$ cat src/rtl/sar_code_accum.sv
// rtl/sar_code_accum.sv - SAR conversion capture, complement check, averaging and result FIFO
//
// Purpose:
//   Captures one SAR switch-control word per comparator window (at the falling
//   edge of comp_en), rejects words whose d/db pairs are not complementary,
//   averages 2^AVG_LOG2 valid codes and queues each mean in a small FIFO that
//   a downstream reader drains with out_valid/out_ready.
//
// Ports:
//   clk         system clock (shared with the comp_en/sample source)
//   rst_n       asynchronous active-low reset
//   comp_en     comparator-phase enable; its 1->0 transition marks end of conversion
//   sample      sampling phase; only used to flag overlap with comp_en
//   d_code      {d1..d6}, d1 is the MSB
//   d_code_b    {d1b..d6b}, expected bitwise complement of d_code
//   clr         synchronous flush of accumulator, FIFO and sticky flags
//   out_ready   consumer accepts out_data this cycle
//   out_valid   FIFO non-empty
//   out_data    head-of-FIFO averaged code (0 when empty)
//   fifo_level  occupied FIFO entries
//   code_err    sticky: a captured word failed the complement check
//   phase_err   sticky: sample and comp_en were high together
//   ovf         sticky: a result was dropped on a full FIFO

module sar_code_accum #(
  parameter int WIDTH      = 6,
  parameter int AVG_LOG2   = 2,
  parameter int FIFO_DEPTH = 4
) (
  input  logic                          clk,
  input  logic                          rst_n,
  input  logic                          comp_en,
  input  logic                          sample,
  input  logic [WIDTH-1:0]              d_code,
  input  logic [WIDTH-1:0]              d_code_b,
  input  logic                          clr,
  input  logic                          out_ready,
  output logic                          out_valid,
  output logic [WIDTH-1:0]              out_data,
  output logic [$clog2(FIFO_DEPTH):0]   fifo_level,
  output logic                          code_err,
  output logic                          phase_err,
  output logic                          ovf
);

  localparam int AW = $clog2(FIFO_DEPTH);
  localparam int LW = AW + 1;
  localparam int SW = WIDTH + AVG_LOG2;
  // Keep the counter at least one bit wide so AVG_LOG2 = 0 still elaborates;
  // in that case it stays at 0 and every valid word completes a group.
  localparam int CW = (AVG_LOG2 > 0) ? AVG_LOG2 : 1;
  localparam logic [CW-1:0] CNT_LAST = CW'((2 ** AVG_LOG2) - 1);
  localparam logic [LW-1:0] FULL_LVL = LW'(FIFO_DEPTH);

  logic                 r_comp_en_q;
  logic [SW-1:0]        r_acc;
  logic [CW-1:0]        r_cnt;
  logic [WIDTH-1:0]     r_mem [FIFO_DEPTH];
  logic [AW-1:0]        r_wr_ptr;
  logic [AW-1:0]        r_rd_ptr;
  logic [LW-1:0]        r_level;
  logic                 r_code_err;
  logic                 r_phase_err;
  logic                 r_ovf;

  logic                 w_eoc;
  logic                 w_word_ok;
  logic [SW-1:0]        w_sum;
  logic                 w_last;
  logic                 w_push;
  logic [WIDTH-1:0]     w_push_data;
  logic                 w_empty;
  logic                 w_full;
  logic                 w_pop;
  logic                 w_wr;

  assign w_eoc       = r_comp_en_q & ~comp_en;
  assign w_word_ok   = &(d_code ^ d_code_b);
  assign w_sum       = r_acc + SW'(d_code);
  assign w_last      = (r_cnt == CNT_LAST);
  assign w_push      = w_eoc & w_word_ok & w_last;
  // Truncating divide by 2^AVG_LOG2: the mean is the top WIDTH bits of the sum.
  assign w_push_data = w_sum[SW-1:AVG_LOG2];

  assign w_empty     = (r_level == '0);
  assign w_full      = (r_level == FULL_LVL);
  assign w_pop       = ~w_empty & out_ready;
  // A push into a full FIFO is accepted only if the head leaves in the same cycle.
  assign w_wr        = w_push & (~w_full | w_pop);

  assign out_valid   = ~w_empty;
  assign out_data    = w_empty ? '0 : r_mem[r_rd_ptr];
  assign fifo_level  = r_level;
  assign code_err    = r_code_err;
  assign phase_err   = r_phase_err;
  assign ovf         = r_ovf;

  always_ff @(posedge clk or negedge rst_n) begin
    if (!rst_n) begin
      r_comp_en_q <= 1'b0;
      r_acc       <= '0;
      r_cnt       <= '0;
      r_wr_ptr    <= '0;
      r_rd_ptr    <= '0;
      r_level     <= '0;
      r_code_err  <= 1'b0;
      r_phase_err <= 1'b0;
      r_ovf       <= 1'b0;
      for (int i = 0; i < FIFO_DEPTH; i++) r_mem[i] <= '0;
    end else begin
      // The edge detector keeps running through clr so a window that spans
      // the flush still produces its end-of-conversion afterwards.
      r_comp_en_q <= comp_en;
      if (clr) begin
        r_acc       <= '0;
        r_cnt       <= '0;
        r_wr_ptr    <= '0;
        r_rd_ptr    <= '0;
        r_level     <= '0;
        r_code_err  <= 1'b0;
        r_phase_err <= 1'b0;
        r_ovf       <= 1'b0;
        for (int i = 0; i < FIFO_DEPTH; i++) r_mem[i] <= '0;
      end else begin
        if (sample & comp_en) r_phase_err <= 1'b1;

        if (w_eoc) begin
          if (!w_word_ok) begin
            r_code_err <= 1'b1;
          end else if (w_last) begin
            r_acc <= '0;
            r_cnt <= '0;
          end else begin
            r_acc <= w_sum;
            r_cnt <= r_cnt + CW'(1);
          end
        end

        if (w_push & ~w_wr) r_ovf <= 1'b1;

        if (w_wr) begin
          r_mem[r_wr_ptr] <= w_push_data;
          r_wr_ptr        <= r_wr_ptr + AW'(1);
        end
        if (w_pop) r_rd_ptr <= r_rd_ptr + AW'(1);

        case ({w_wr, w_pop})
          2'b10:   r_level <= r_level + LW'(1);
          2'b01:   r_level <= r_level - LW'(1);
          default: r_level <= r_level;
        endcase
      end
    end
  end

endmodule

$ cat config.mk
export PLATFORM = sky130hd
export DESIGN_NAME = sar_code_accum
export DESIGN_NICKNAME = d
export VERILOG_FILES = /design/src/rtl/sar_code_accum.sv
export SDC_FILE = /design/constraint.sdc
export NUM_CORES = 1
export LEC_CHECK = 0
export BUFFER_PORTS_ARGS = -buffer_cell sky130_fd_sc_hd__buf_4
export CAP_MARGIN = 10
export CORE_ASPECT_RATIO = 0.5
export CORE_MARGIN = 2
export CORE_UTILIZATION = 30
export CTS_CLUSTER_SIZE = 12
export DETAILED_ROUTE_END_ITERATION = 10
export PLACE_DENSITY = 0.45
export RECOVER_POWER = 50
export SLEW_MARGIN = 40
export SYNTH_ARGS = -nofsm -noshare
export SYNTH_HDL_FRONTEND = slang
export SYNTH_SLANG_ARGS = --single-unit
$ cat constraint.sdc
create_clock -name clk -period 2 [get_ports clk]
set_input_delay 0.3 -clock clk [delete_from_list [all_inputs] [get_ports clk]]
set_output_delay 0.3 -clock clk [all_outputs]
set_load 0.05 [all_outputs]
==> flow_results.xml <==
<?xml version="1.0" encoding="UTF-8"?>
<metrics>
  <group name="route">
    <metric name="wl_met2" unit="mm">3.342</metric>
    <metric name="wire_per_inst" unit="um">16.79</metric>
    <metric name="drt.antenna.violating_nets" unit="">0</metric>
    <metric name="route.detailed.vias_per_inst" unit="">5.144</metric>
    <metric name="number_of_drc_violations_after_detailed_routing" unit="">0</metric>
    <metric name="detailroute.wirelength.met3" unit="um">332</metric>
    <metric name="wl_met1" unit="mm">3.604</metric>
    <metric name="highest_layer" unit="">met4</metric>
    <metric name="wl" unit="mm">7.354</metric>
    <metric name="drt_iter0_drc" unit="">105</metric>
    <metric name="detailedRoute.firstPassIterationCount" unit="">4</metric>
    <metric name="vias" unit="">2253</metric>
  </group>
  <group name="timing">
    <metric name="rsz0062_at_grt" unit="">true</metric>
    <metric name="worst_max_slew_margin_expressed_relative_to_the_limit" unit="%">20.45</metric>
    <metric name="period_needed" unit="ps">1980</metric>
    <metric name="setup_violations" unit="">0</metric>
    <metric name="fin_tns_setup" unit="ps">0</metric>
    <metric name="worst-slew-pin-transition" unit="ps">1193</metric>
    <metric name="fin_crit_sh" unit="%">99.02</metric>
    <metric name="finClkSkew" unit="ps">6.459</metric>
    <metric name="finalHoldViolations" unit="">0</metric>
    <metric name="fmax" unit="GHz">0.5049</metric>
    <metric name="final_max_slew_viol_count" unit="">0</metric>
  </group>
  <group name="floorplan">
    <metric name="die-width" unit="um">137.0</metric>
    <metric name="core_area" unit="mm^2">0.008648</metric>
    <metric name="boundaryPins" unit="">31</metric>
    <metric name="dieHeight" unit="um">70.48</metric>
    <metric name="start_util" unit="%">30.66</metric>
    <metric name="floorplan.die_area" unit="mm^2">0.009652</metric>
    <metric name="fp-row-count" unit="">24</metric>
  </group>
  <group name="yosys">
    <metric name="netlist_top_cells_area" unit="">dfrtp_1, a21oi_1, ha_1</metric>
    <metric name="netlist-cell-type-count" unit="">45</metric>
    <metric name="yosysWarningCount" unit="">0</metric>
    <metric name="sequential_share_of_the_synthesized_area" unit="%">42.47</metric>
    <metric name="ys_dominant_reg_cell" unit="">dfrtp_1</metric>
    <metric name="post-synth-top-area-cell" unit="">dfrtp_1</metric>
    <metric name="synthesis.instances" unit="">267</metric>
    <metric name="syn_avg_cell_area" unit="um^2">9.930</metric>
    <metric name="postSynthNetCount" unit="">298</metric>
    <metric name="synth-async-reset-ratio" unit="%">100.0</metric>
    <metric name="ys_top_cells_by_count" unit="">dfrtp_1, a21oi_1, nand2_1</metric>
    <metric name="ys_ff_latch" unit="">45</metric>
    <metric name="syn-cell-area" unit="mm^2">0.002651</metric>
    <metric name="synth_enable_flop_cells" unit="">0</metric>
    <metric name="yosys.cell_count.top_type" unit="">dfrtp_1</metric>
    <metric name="fraction_of_post_synthesis_cell_area_in_the_top_cell_type_by_area" unit="%">42.47</metric>
  </group>
  <group name="power_and_ir_drop">
    <metric name="leakage" unit="nW">1.479</metric>
    <metric name="worst_ir_drop_vdd" unit="uV">301.1</metric>
    <metric name="pwr_density_cell" unit="mW/mm^2">588.0</metric>
  </group>
  <group name="grt">
    <metric name="first_pass_grt_wire_length" unit="mm">11.92</metric>
    <metric name="number_of_antenna_violations_at_the_first_check_in_global_routing" unit="">0</metric>
    <metric name="via_count_of_the_first_global_routing_pass" unit="">2280</metric>
    <metric name="grt-ovfl-total" unit="">0</metric>
    <metric name="groute.usage.overall" unit="%">16.16</metric>
    <metric name="maximum_number_of_pins_on_one_net_before_global_route_repair" unit="">49</metric>
  </group>
  <group name="critical_path">
    <metric name="critical_path_peak_fanout" unit="">4</metric>
    <metric name="worst_path_arrival" unit="ps">1680</metric>
    <metric name="cp_common_cell" unit="">buf_4</metric>
    <metric name="critPathLaunchType" unit="">flop</metric>
    <metric name="end_kind" unit="">primary output</metric>
    <metric name="critPathKind" unit="">flop to primary output</metric>
    <metric name="worstPathCellList" unit="">buf_4, mux4_2, and2_1, buf_4</metric>
    <metric name="cp_slowest_cell" unit="">mux4_2</metric>
    <metric name="worst-endpoint-required" unit="ps">1700</metric>
    <metric name="critPathMaxStageDelay" unit="ps">530</metric>
  </group>
  <group name="finish">
    <metric name="area_growth_syn_to_layout" unit="%">31.85</metric>
    <metric name="final.fill_count" unit="">879</metric>
    <metric name="final_layout_size_suffix_gt1_share" unit="%">33.96</metric>
    <metric name="number_of_antenna_repair_diodes" unit="">0</metric>
    <metric name="final_nets" unit="">351</metric>
    <metric name="design_area_final" unit="mm^2">0.003496</metric>
  </group>
  <group name="clock_network">
    <metric name="worst_skew_pair.late_latency" unit="ps">290</metric>
    <metric name="worst_setup_hold_path_clk_slew" unit="ps">70</metric>
    <metric name="clockRootBuffer" unit="">clkbuf_16</metric>
    <metric name="clkSinkCount" unit="">45</metric>
    <metric name="cts_tree" unit="">built</metric>
    <metric name="cts_inserted_buffers" unit="">5</metric>
    <metric name="hold_fix_buffers_cts" unit="">0</metric>
    <metric name="max-clock-path-buffers" unit="">2</metric>
    <metric name="h-tree-depth" unit="">2</metric>
  </group>
  <group name="outcome">
    <metric name="outcome" unit="">completed</metric>
  </group>
  <group name="worst_hold_path">
    <metric name="worstHoldPathType" unit="">input port to flop</metric>
  </group>
  <group name="placement">
    <metric name="portBuffers" unit="">30</metric>
    <metric name="placedInstanceArea" unit="mm^2">0.003184</metric>
    <metric name="detailedPlacementHpwl" unit="mm">5.202</metric>
    <metric name="finalWeightedCongestion" unit="">0.7542</metric>
  </group>
  <group name="job">
    <metric name="max_cap_viol_count" unit="">0</metric>
  </group>
</metrics>
cell families after synthesis:
kind of cell,after synthesis,synth area share [%]
flip-flops,45,42.47
multiplexers,11,7.079
AO/OA/AOI/OAI,58,13.02
adder cells (fa/ha/maj),13,6.701
buffers and inverters,21,4.672
XOR/XNOR,12,3.964
AND/OR/NAND/NOR,107,22.09
routing by layer:
| metal | vias to the layer above | global-route usage (%) |
|---|---|---|
| met1 | 1125 | 22.62 |
| met3 | 9 | 3.849 |
| met5 | - | 0 |
| li1 | 1069 | - |
| met4 | 0 | 2.864 |
| met2 | 50 | 25.70 |
final timing paths:
| kind | slack [ps] | startpoint | endpoint | cells past startpoint |
|---|---|---|---|---|
| max | 20 | r_rd_ptr[0] | out_data[4] | 4 |
| min reg2reg | 500 | code_err | code_err | 2 |
| max in group asynchronous | 940 | rst_n | fifo_level[0] | 1 |
| max reg2reg | 30 | r_acc[0] | r_acc[6] | 7 |
| min in group asynchronous | 240 | rst_n | phase_err | 1 |
| min | 170 | comp_en | r_comp_en_q | 1 |
critical path, delay by kind of cell, from the launching register on:
family / cells / cell delay (ps)
and+or+nand+nor: 1 / 180
muxes: 1 / 530
DFF: 1 / 350
buffers and inverters: 2 / 330
sequential cells by signal, indices dropped and copies added (netlist names):
register,flops
r_comp_en_q,1
r_wr_ptr,2
fifo_level,3
code_err,1
r_rd_ptr,2
r_cnt,2
phase_err,1
ovf,1
r_acc,8
r_mem,24
stage by stage:
stage                     cells  power, mW  setup slack (ps)  util [%]  hold WS (ps)
after floorplan             267      1.004            -231.4         -         4.409
after detailed placement    429      1.102            -167.0     36.82         357.4
after global routing        438      2.140            -123.8     40.42         190.5
after CTS                   437      2.069             7.728     38.99         43.69
after global placement      429      1.099            -138.2     36.82         346.0
final                       438      2.056             19.57     40.42         172.2
timing repair:
item | 4_1_cts | 5_1_grt
endpoints found under the setup margin | 11 | 28
gates resized for setup | 4 | 25
buffers inserted | 0 | 1
pin swaps | 0 | 14
layout make-up:
class / instances / area [um^2] / share of cell area [%]
Sequential cell: 45 / 1130 / 32.32
Timing Repair Buffer: 62 / 471.7 / 13.49
Clock inverter: 2 / 38.79 / 1.110
Multi-Input combinational cell: 201 / 1562 / 44.67
Inverter: 5 / 18.77 / 0.5369
Clock buffer: 6 / 128.9 / 3.686
Tap cell: 117 / 146.4 / 4.188
power breakdown:
group | switching [mW] | leakage (nW) | internal (mW)
clock | 0.372 | 0.0810 | 0.593
combinational | 0.107 | 0.778 | 0.0678
sequential | 0.00219 | 0.620 | 0.914
cells in the final DEF (no fill, tap or decap), types with 2 or more instances in the layout:
master / count
nand2_1: 28
o21ai_1: 2
nand3_1: 13
a31oi_1: 3
and2_1: 6
clkbuf_16: 5
nand2b_1: 3
dfrtp_1: 42
nor3b_1: 2
clkbuf_1: 2
a311oi_1: 2
a21o_1: 2
fa_2: 2
xnor2_1: 5
nand3b_1: 5
nor3_1: 3
ha_1: 7
buf_4: 59
a22oi_1: 2
nand4_1: 7
mux2i_1: 3
a21oi_1: 33
a311oi_2: 3
ha_4: 3
or3_4: 2
nor2_1: 18
mux2_2: 2
mux4_2: 6
nand3_2: 3
inv_1: 5
a21oi_2: 3
dfrtp_2: 3
xor2_1: 7
nor2b_1: 3
or3_1: 3
Power figures use the tool's default switching activity.
